File: config.mk
export PLATFORM = sky130hd
export DESIGN_NAME = pet2001_prg_loader
export DESIGN_NICKNAME = d
export VERILOG_FILES = /design/src/rtl/pet2001_prg_loader.sv
export SDC_FILE = /design/constraint.sdc
export NUM_CORES = 1
export LEC_CHECK = 0
export ABC_AREA = 1
export CAP_MARGIN = 15
export CORE_MARGIN = 3
export CORE_UTILIZATION = 40
export CTS_BUF_LIST = sky130_fd_sc_hd__clkbuf_4
export CTS_CLUSTER_DIAMETER = 200
export DETAILED_ROUTE_END_ITERATION = 12
export PLACE_DENSITY = 0.62
export SLEW_MARGIN = 20
export SYNTH_ARGS = -nofsm -noshare
export SYNTH_HDL_FRONTEND = slang
export SYNTH_SLANG_ARGS = --single-unit
File: constraint.sdc
create_clock -name clk -period 1.92 [get_ports clk]
set_input_delay 0.288 -clock clk [delete_from_list [all_inputs] [get_ports clk]]
set_output_delay 0.288 -clock clk [all_outputs]
set_load 0.01 [all_outputs]
File: src/rtl/pet2001_prg_loader.sv
// PET 2001 PRG file loader: streams a .PRG image into main RAM over the
// DMA port while the CPU is held, then fixes up the BASIC end pointers.
module pet2001_prg_loader #(
    parameter logic [7:0]  PTR_BASE = 8'h2A,
    parameter logic [15:0] RAM_TOP  = 16'h8000
) (
    input  logic        clk,
    input  logic        reset_n,
    input  logic        dl_active,
    input  logic        byte_valid,
    input  logic [7:0]  byte_data,
    output logic        byte_ready,
    output logic [15:0] dma_addr,
    output logic [7:0]  dma_din,
    output logic        dma_we,
    output logic        cpu_hold,
    output logic        done,
    output logic        error
);

    typedef enum logic [2:0] {
        IDLE,
        HDR_LO,
        HDR_HI,
        DATA,
        PTR,
        FIN
    } state_t;

    state_t      r_state;
    logic        r_dl_prev;
    logic [15:0] r_wp;
    logic [15:0] r_end;
    logic        r_ovf;
    logic [2:0]  r_pidx;

    logic        w_rise;
    logic        w_rx_state;
    logic        w_take;
    logic        w_in_ram;
    logic [15:0] w_end;
    logic [7:0]  w_ptr_lo;

    assign w_rise     = dl_active & ~r_dl_prev;
    assign w_rx_state = (r_state == HDR_LO) |
                        (r_state == HDR_HI) |
                        (r_state == DATA);

    // A byte is only taken while the stream is still open and no
    // strobe is on the bus, which caps throughput at one byte per
    // two cycles.
    assign byte_ready = w_rx_state & ~dma_we & dl_active;
    assign w_take     = byte_valid & byte_ready;

    // Once anything has fallen off the top of RAM (including a
    // wrap through FFFF), every later byte stays suppressed.
    assign w_in_ram   = (r_wp < RAM_TOP) & ~r_ovf;

    // End pointer is clamped to the RAM top; at DATA entry wp holds
    // the load address, so an empty payload ends where it started.
    assign w_end      = (r_ovf | (r_wp >= RAM_TOP)) ? RAM_TOP : r_wp;

    assign w_ptr_lo   = PTR_BASE + {5'b0, r_pidx};

    // Loader FSM with registered DMA, hold, done and error outputs.
    always_ff @(posedge clk or negedge reset_n) begin
        if (!reset_n) begin
            r_state   <= IDLE;
            r_dl_prev <= 1'b1;
            r_wp      <= 16'h0000;
            r_end     <= 16'h0000;
            r_ovf     <= 1'b0;
            r_pidx    <= 3'd0;
            dma_addr  <= 16'h0000;
            dma_din   <= 8'h00;
            dma_we    <= 1'b0;
            cpu_hold  <= 1'b0;
            done      <= 1'b0;
            error     <= 1'b0;
        end else begin
            r_dl_prev <= dl_active;
            dma_we    <= 1'b0;
            done      <= 1'b0;
            unique case (r_state)
                IDLE: begin
                    if (w_rise) begin
                        r_state  <= HDR_LO;
                        error    <= 1'b0;
                        cpu_hold <= 1'b1;
                        r_ovf    <= 1'b0;
                    end
                end
                HDR_LO: begin
                    if (!dl_active) begin
                        error   <= 1'b1;
                        r_state <= FIN;
                    end else if (w_take) begin
                        r_wp[7:0] <= byte_data;
                        r_state   <= HDR_HI;
                    end
                end
                HDR_HI: begin
                    if (!dl_active) begin
                        error   <= 1'b1;
                        r_state <= FIN;
                    end else if (w_take) begin
                        r_wp[15:8] <= byte_data;
                        r_state    <= DATA;
                    end
                end
                DATA: begin
                    if (!dl_active) begin
                        r_end   <= w_end;
                        r_pidx  <= 3'd0;
                        r_state <= PTR;
                    end else if (w_take) begin
                        r_wp <= r_wp + 16'd1;
                        if (w_in_ram) begin
                            dma_we   <= 1'b1;
                            dma_addr <= r_wp;
                            dma_din  <= byte_data;
                        end else begin
                            error <= 1'b1;
                            r_ovf <= 1'b1;
                        end
                    end
                end
                PTR: begin
                    dma_we   <= 1'b1;
                    dma_addr <= {8'h00, w_ptr_lo};
                    dma_din  <= r_pidx[0] ? r_end[15:8] : r_end[7:0];
                    r_pidx   <= r_pidx + 3'd1;
                    if (r_pidx == 3'd5) begin
                        r_state <= FIN;
                        done    <= ~error;
                    end
                end
                FIN: begin
                    cpu_hold <= 1'b0;
                    r_state  <= IDLE;
                end
                default: begin
                    r_state <= IDLE;
                end
            endcase
        end
    end

endmodule

==> run summary, run 1 <==
Outcome = finished, final reports clean
Crit. End Element = output port
Multi-input logic area = 1579 um2
Flop pwr share = 40.1%
Row Count = 33
Num CTS Buffers = 9
Fin Clk Skew = 0.01535 ns
Most common cell in the netlist = nand2_1
Die Width = 100.3 um
Post-Synth XOR/XNOR Area = 0.2461%
Yosys warnings = 0
Largest family of logic cells by synthesized area = simple AND/OR/NAND/NOR gates
RR Endpoint = r_pidx[1]
Worst-Skew Late Latency = 0.42 ns
Maximum clock insertion buffer count = 2
Mapped Cells = 449
Worst Hold Class = input pin to async pin
DPL Wire Length = 6831 um
IO Pins = 41
Vias per std cell = 5.054
Setup slack, reg-to-reg = 0.15 ns
Htree depth = 3
Fin crit period = 1.816 ns
IO buf count = 40
Worst Tran Pin Value = 0.5583 ns
Main flop type after synthesis = dfrtp_1
Post-synth top cells = nand2_1, dfrtp_1, inv_1
Net switching power = 2.294 mW
Total power = 5.562 mW
Synth area leaders = dfrtp_1, nand2_1, o21ai_0, inv_1, nor2_1
Initial antenna violation count = 0
GRT Util Overall = 18.77%
Core area = 8423 um2
CTS tree = yes
Synthesized-area fraction occupied by adder cells = 1.758%
Syn avg cell area = 7.925 um2
Final Setup Violations = 0
Req. time, crit path = 1.63 ns
Die area = 10,060 um2
Detail Route Antenna Nets = 0
Area after DPL = 4108 um2
Post-DR wirelength/cell = 15.08 um
WHS = 0.2816 ns
Max Fclk = 550.7 MHz
Final Max Slew Viols = 0
Share of cells above drive strength 1 = 12.72%
Power Density = 1287 nW/um2
# clock sinks = 68
Max-cap violation count = 0
Final Hold Viols = 0
Die Height = 100.3 um
Crit path arrival time = 1.53 ns
Lkg Pwr = 2.108 nW
Worst IR drop on VDD = 0.0003800 V
Worst slack, placed = -0.1926 ns
Post-Place Cells = 595
FF-to-FF path depth = 9
Critical Path Fanout Max = 3
Clock power frac = 17.6%
Fill cell count = 850
Pin count of the biggest net entering global routing = 37
Seq cells post-synth = 68
Routed WL = 9290 um
Clk root buf = clkbuf_4
Layout net count = 523
Sw frac = 41.24%
Compound-Gate Fraction of Synth Area = 14.31%
CTS clock-pin slew for the worst setup and hold paths = 0.13 ns
Initial Util = 42.25%
Via total after detailed routing = 3,113
Syn_nets = 466
Layout area overhead = 21.48%
Reg2reg start = r_state[2]
Global-route wire length before repair = 14,790 um
Post-synthesis mux area share = 1.969%
Seq/Total Area, Yosys = 47.86%
Synth Area in Simple Gates = 25.28%
RSZ-0062 raised after global routing = false
Vias in the first global route = 2,968
Crit start category = flip-flop
Post-synth EDFFs = 0
Post-route cell area = 4323 um2
Register area = 1704 um2
Logic pwr share = 42.3%
Cell Int Power = 3.269 mW
DRT iter0 DRCs = 146
Core Util, Final = 51.32%
Library cells used by synthesis = 34
Setup ws final = 0.1041 ns
Post-synthesis cell area = 3558 um2
Total grt overflow = 0
WS Path Type = flip-flop to output port
Yosys top cell area share = 47.12%
DR DRC count = 0
Slew Limit Headroom = 62.69%
Non-filler instance count after layout = 616
Async SR Flop Fraction = 100.0%
Final Cycle Share = 94.58%
GP Congestion = 0.8735
Fin Setup TNS = 0 ns
Iteration count of the initial detailed-routing pass = 4
Diode count = 0
Synth area leader = dfrtp_1
-- placed cells by master (no fill, tap or decap), types with 3 or more instances in the layout --
| cell type | instances |
|---|---|
| o21ai_1 | 16 |
| dfrtp_1 | 66 |
| nor3_1 | 3 |
| mux2i_1 | 7 |
| nand3_1 | 16 |
| o21ai_0 | 47 |
| o22ai_1 | 10 |
| nand4_1 | 5 |
| nand2_2 | 4 |
| nor2_4 | 6 |
| inv_1 | 48 |
| nand2_1 | 140 |
| clkinvlp_4 | 3 |
| clkbuf_4 | 9 |
| o21ai_2 | 7 |
| inv_2 | 4 |
| ha_1 | 5 |
| clkdlybuf4s50_1 | 38 |
| nor2_1 | 32 |
| a21oi_1 | 4 |
| buf_4 | 16 |
-- per-layer routing --
layer	global-route usage (%)	wire (um)
met4	6.114	157
met2	30.48	4365
met5	0	0
met1	25.71	4318
met3	2.919	450
-- power groups by stage --
stage	clock network, mW	logic, mW	registers [mW]
2_1_floorplan	0	1.45	2.25
3_3_place_gp	0	2.23	2.26
3_5_place_dp	0	2.27	2.28
4_1_cts	0.994	2.34	2.23
5_1_grt	1.04	2.64	2.29
6_report	0.979	2.35	2.23
-- state kept, by name, summed over array words and instances (netlist names) --
signal and flops:
r_end 16, dma_we 1, done 1, r_pidx 3, r_state 3, r_ovf 1, r_dl_prev 1, dma_addr 16
dma_din 8, error 1, cpu_hold 1, r_wp 16
-- how the worst max path moves through the flow --
| stage | startpoint | end | slack [ns] | depth (start not counted) |
|---|---|---|---|---|
| 2_1_floorplan | r_state[2] | r_wp[11] | 0.51 | 9 |
| 3_3_place_gp | dl_active | dma_addr[3] | -0.14 | 9 |
| 3_5_place_dp | dl_active | dma_addr[3] | -0.19 | 9 |
| 4_1_cts | r_state[1] | dma_addr[3] | 0.02 | 9 |
| 5_1_grt | r_state[2] | byte_ready | 0.01 | 4 |
| 6_report | r_state[2] | byte_ready | 0.10 | 4 |
-- worst max-delay path, cell delays in order, from the launching register on --
cell and delay, ns:
dfrtp_2 0.46, nor2_4 0.16, inv_1 0.08, nor3_1 0.12, dlygate4sd2_1 0.29
-- area by class of cell --
cell class	instances	area share [%]
Clock buffer	9	1.563
Clock inverter	7	1.737
Inverter	52	4.515
Multi-Input combinational cell	315	36.53
Sequential cell	68	39.42
Tap cell	105	3.039
Timing Repair Buffer	60	13.20
-- logic make-up (layout without fill, tap and decap cells) --
family	Yosys count	count (layout)
AND/OR/NAND/NOR	211	212
AO/OA/AOI/OAI	90	90
flip-flops	68	68
buffers and inverters	67	128
multiplexers	7	7
adder cells (fa/ha/maj)	5	5
XOR/XNOR	1	1
-- what timing repair did --
| action | in CTS | in global routing |
|---|---|---|
| gates cloned | 0 | 1 |
| endpoints found under the setup margin | 6 | 30 |
| setup buffers | 3 | 0 |
| hold endpoints to repair | 13 | 0 |
| pin swaps | 0 | 1 |
| gates resized for setup | 5 | 6 |
| hold buffers | 1 | 0 |
Note: power is estimated with default switching activity, not from simulation.
==> run 2: changes to the inputs <==
- CORE_MARGIN: 3 -> not set
- PLACE_DENSITY: 0.62 -> not set
==> run 2 against run 1 <==
First-iteration DRC count stayed put. Critical path type unchanged. Via count is 0.87% lower. Clock skew is 0.0026 ns lower. Wire length is 2.5% lower. Sequential power hardly changed. Critical endpoint unchanged.
==> run summary, run 2 (synthesized netlist as in run 1, its figures left out) <==
Final Cycle Share = 93.89%
GRT Util Overall = 21.60%
Layout area overhead = 22.89%
Core area = 8678 um2
Routed WL = 9057 um
Die Width = 96.32 um
Crit start category = flip-flop
Post-Place Cells = 597
FF-to-FF path depth = 7
Largest regs = dma_addr (16), r_end (16), r_wp (16)
RSZ-0062 raised after global routing = false
Commonest non-fill, non-tap cell in the layout = nand2_1
Critical Path Fanout Max = 3
Pin count of the biggest net entering global routing = 69
Setup slack, reg-to-reg = 0.25 ns
M2 GR Usage = 34.04%
Crit. End Element = output port
Crit path arrival time = 1.51 ns
Lkg Pwr = 2.141 nW
# clock sinks = 68
Worst-Skew Late Latency = 0.42 ns
Req. time, crit path = 1.63 ns
DRT iter0 DRCs = 146
Max Fclk = 554.7 MHz
Row Count = 34
Detail Route Antenna Nets = 0
Initial antenna violation count = 0
WS Path Type = flip-flop to output port
Diode count = 0
DPL Wire Length = 6414 um
Final Setup Violations = 0
Share of cells above drive strength 1 = 11.98%
Core Util, Final = 50.39%
Global-route wire length before repair = 14,850 um
Layout net count = 522
Num CTS Buffers = 9
IO buf count = 40
RR Endpoint = r_end[8]
Clk root buf = clkbuf_4
Worst IR drop on VDD = 0.0004167 V
GR Layer Usage met3 = 2.923%
Fin crit period = 1.803 ns
Worst Hold Class = input pin to async pin
GP Congestion = 0.8641
Post-DR wirelength/cell = 14.68 um
Global route hottest layer = met2
Slew Limit Headroom = 62.67%
Reg2reg start = r_state[1]
Outcome = finished, final reports clean
Most frequent cells in the layout = nand2_1, dfrtp_1, inv_1
Initial Util = 41.00%
Final Max Slew Viols = 0
Final Hold Viols = 0
Power Density = 1352 nW/um2
Die Height = 96.32 um
Vias in the first global route = 2,913
Routing usage on met1 = 29.90%
Max-cap violation count = 0
Total grt overflow = 0
CTS tree = yes
DR DRC count = 0
Htree depth = 3
IO Pins = 41
WHS = 0.3986 ns
Fin Clk Skew = 0.01270 ns
Worst Tran Pin Value = 0.5586 ns
Non-filler instance count after layout = 617
Via total after detailed routing = 3,086
Maximum clock insertion buffer count = 2
Vias per std cell = 5.002
Iteration count of the initial detailed-routing pass = 4
CTS clock-pin slew for the worst setup and hold paths = 0.12 ns
Die area = 9278 um2
==> run 2: cell types whose count changed in the layout (fill, tap and decap cells not counted) <==
cell,delta
buf_8,-1
clkinv_4,+1
nor2_4,-1
buf_12,+1
clkinv_2,-1
nand2_2,-1
bufinv_16,+3
buf_6,-1
nand2_1,+1
clkinvlp_4,-3
nor2_1,+1
inv_6,-1
==> run 2: repair_timing <==
item | in CTS | in global routing
gates cloned | 1 | 0
pin swaps | 1 | 0
endpoints found under the hold margin | 67 | 0
resized for setup | 3 | 2
endpoints found under the setup margin | 2 | 19
hold buffers | 1 | 0
buffers inserted | 3 | 0
==> run 2: final cells by class <==
cell class | count | area, um2
clock buffers | 9 | 67.56
clock inverters | 6 | 137.6
fillers | 850 | 4305
inverters | 52 | 195.2
multi-input cells | 315 | 1569
flip-flops and latches | 68 | 1704
well taps | 108 | 135.1
repair buffers | 59 | 564.3
==> run 2: worst max path at each step <==
| stage | cells past startpoint | to | slack [ns] | startpoint |
|---|---|---|---|---|
| 4_1_cts | 8 | dma_din[3] | 0.001 | r_state[1] |
| 3_5_place_dp | 9 | dma_addr[3] | -0.21 | dl_active |
| 2_1_floorplan | 9 | r_wp[11] | 0.51 | r_state[2] |
| 3_3_place_gp | 9 | dma_addr[3] | -0.13 | dl_active |
| 5_1_grt | 5 | byte_ready | 0.03 | r_state[1] |
| 6_report | 5 | byte_ready | 0.12 | r_state[0] |
==> run 2: power breakdown <==
part	switching (mW)	internal, mW
sequential	0.332	1.89
combinational	1.37	0.975
clock	0.561	0.788
total	2.26	3.65
==> run 2: stage by stage <==
| stage | instance area [um2] | total power, mW | setup WS, ns | setup TNS [ns] |
|---|---|---|---|---|
| 6_report | 4373 | 5.914 | 0.1173 | 0 |
| 5_1_grt | 4373 | 6.372 | 0.03421 | 0 |
| 4_1_cts | 4365 | 5.948 | 0.001105 | 0 |
| 3_5_place_dp | 4116 | 4.533 | -0.2117 | -1.604 |
| 3_3_place_gp | 4116 | 4.490 | -0.1339 | -0.4774 |
| 2_1_floorplan | 3558 | 3.708 | 0.5086 | 0 |
==> run 2: per-layer routing <==
layer	up-vias	share of wire, %
met5	-	0
met4	0	1.9
met3	16	3.8
met2	75	45
met1	1435	49
li1	1560	-
==> run 2: critical path, stage by stage (launching register included) <==
cell and delay [ns]:
dfrtp_1 0.41, nor2_2 0.20, nor2_4 0.07, inv_1 0.09, nor3_1 0.05, dlygate4sd2_1 0.28
==> run 3: changes to the inputs <==
- CTS_BUF_LIST: sky130_fd_sc_hd__clkbuf_4 -> sky130_fd_sc_hd__clkbuf_2 sky130_fd_sc_hd__clkbuf_4 sky130_fd_sc_hd__clkbuf_8
- GPL_ROUTABILITY_DRIVEN: not set -> 0
==> run 3 against run 2 <==
Critical path depth unchanged. Die area is the same. Setup slack gained 0.060 ns. Critical endpoint unchanged. Clock power down 13%. Clock skew shrank 0.0013 ns. Largest power group unchanged. Cell area decreased by 0.34%. Sequential share of layout area rose by 0.13 points. Largest cell class unchanged. Wire length down 0.60%. Non-clock buffer count stayed put. First-iteration DRC count rose by 11%. Cell count is the same.
==> run summary, run 3 (synthesized netlist as in run 1, its figures left out) <==
Lkg Pwr = 2.122 nW
WS Path Type = flip-flop to output port
Max Fclk = 573.9 MHz
Pin count of the biggest net entering global routing = 69
Critical path's top delay family = flip-flops
Power Density = 1322 nW/um2
Final Cycle Share = 90.75%
Die Width = 96.32 um
IO Pins = 41
Global-route wire length before repair = 14,320 um
Fin crit period = 1.742 ns
Worst Tran Pin Value = 0.5568 ns
Die area = 9278 um2
IO buf count = 40
Slew Limit Headroom = 62.79%
Layout net count = 522
Outcome = finished, final reports clean
Die Height = 96.32 um
Iteration count of the initial detailed-routing pass = 5
Initial antenna violation count = 0
Via total after detailed routing = 3,127
Core area = 8678 um2
Setup ws final = 0.1777 ns
Total grt overflow = 0
Layout area overhead = 22.47%
Vias in the first global route = 2,842
Row Count = 34
# clock sinks = 68
Initial Util = 41.00%
Crit. End Element = output port
RSZ-0062 raised after global routing = false
CTS tree = yes
Final Setup Violations = 0
Htree depth = 3
Critical path's largest stage delay = 0.40 ns
DPL Wire Length = 6321 um
Clk root buf = clkbuf_8
WP buf/inv = 2
Final Hold Viols = 0
Most frequent cells in the layout = nand2_1, dfrtp_1, inv_1
Commonest non-fill, non-tap cell in the layout = nand2_1
Worst Hold Class = input pin to async pin
Fin Clk Skew = 0.01135 ns
DR DRC count = 0
Max-cap violation count = 0
Crit start category = flip-flop
Worst-path cell chain = nor2_2 > nor2_4 > inv_1 > nor3_1 > dlygate4sd2_1
CTS clock-pin slew for the worst setup and hold paths = 0.08 ns
GRT Util Overall = 20.93%
Routed WL = 9003 um
Critical Path Fanout Max = 3
Largest regs = dma_addr (16), r_end (16), r_wp (16)
Maximum clock insertion buffer count = 2
Num CTS Buffers = 9
Vias per std cell = 5.068
Critical Path Slowest Stage Cell = dfrtp_1
Detail Route Antenna Nets = 0
DRT iter0 DRCs = 162
Final Max Slew Viols = 0
Worst slack, placed = -0.1787 ns
Crit path arrival time = 1.45 ns
Diode count = 0
Req. time, crit path = 1.63 ns
Worst-Skew Late Latency = 0.35 ns
Share of cells above drive strength 1 = 11.98%
Post-DR wirelength/cell = 14.59 um
WHS = 0.4686 ns
Worst IR drop on VDD = 0.0004106 V
-- run 3: timing repair --
| item | 4_1_cts | 5_1_grt |
|---|---|---|
| hold buffers | 1 | 0 |
| pin swaps | 0 | 1 |
| setup buffers | 3 | 0 |
| cloned | 0 | 1 |
| resized for setup | 4 | 1 |
| hold endpoints to repair | 67 | 0 |
| setup endpoints to repair | 2 | 19 |
-- run 3: metrics by stage --
stage / TNS [ns] / util, % / cell area (um2) / instances / power, mW
6_report: 0 / 50.22 / 4358 / 617 / 5.760
3_3_place_gp: -0.4443 / 47.43 / 4116 / 597 / 4.489
4_1_cts: 0 / 50.09 / 4347 / 616 / 5.767
3_5_place_dp: -1.112 / 47.43 / 4116 / 597 / 4.542
5_1_grt: 0 / 50.22 / 4358 / 617 / 6.207
2_1_floorplan: 0 / - / 3558 / 449 / 3.708
-- run 3: final timing paths --
check / start / endpoint / slack (ns) / cells past startpoint
max reg2reg: r_wp[0] / r_wp[10] / 0.27 / 9
min: reset_n / dma_addr[1] / 0.47 / 3
min reg2reg: r_end[11] / r_end[11] / 0.49 / 2
max in group asynchronous: reset_n / r_dl_prev / 1.12 / 3
max: r_state[0] / byte_ready / 0.18 / 5
min in group clk: r_end[11] / r_end[11] / 0.49 / 2
-- run 3: final cells by class --
class / instances / area (um2)
clock inverter: 6 / 66.31
sequential: 68 / 1704
multi-input combinational: 315 / 1569
tap: 108 / 135.1
fill: 873 / 4320
clock buffer: 9 / 123.9
timing repair buffer: 59 / 564.3
inverter: 52 / 195.2
-- run 3: where the power goes --
group	leakage (nW)	internal, mW	switching, mW
Sequential	0.854	1.89	0.339
Combinational	1.18	0.973	1.38
Clock	0.0873	0.592	0.584
Total	2.12	3.46	2.30
-- run 3: worst register-to-register path, cell delays in order, from the launching register on --
cell,delay [ns]
dfrtp_1,0.49
ha_1,0.21
nand2_1,0.11
inv_1,0.11
nand2_1,0.07
nor2_1,0.18
nand2_1,0.09
o21ai_0,0.18
nand2_1,0.07
o21ai_0,0.08
-- run 3: per-layer routing --
| layer | part of all wire (%) | vias to the layer above | global-route usage, % |
|---|---|---|---|
| met3 | 3.4 | 10 | 2.370 |
| met2 | 47 | 75 | 32.74 |
| met5 | 0 | - | 0 |
| met4 | 1.6 | 0 | 8.824 |
| li1 | - | 1557 | - |
| met1 | 48 | 1485 | 29.27 |
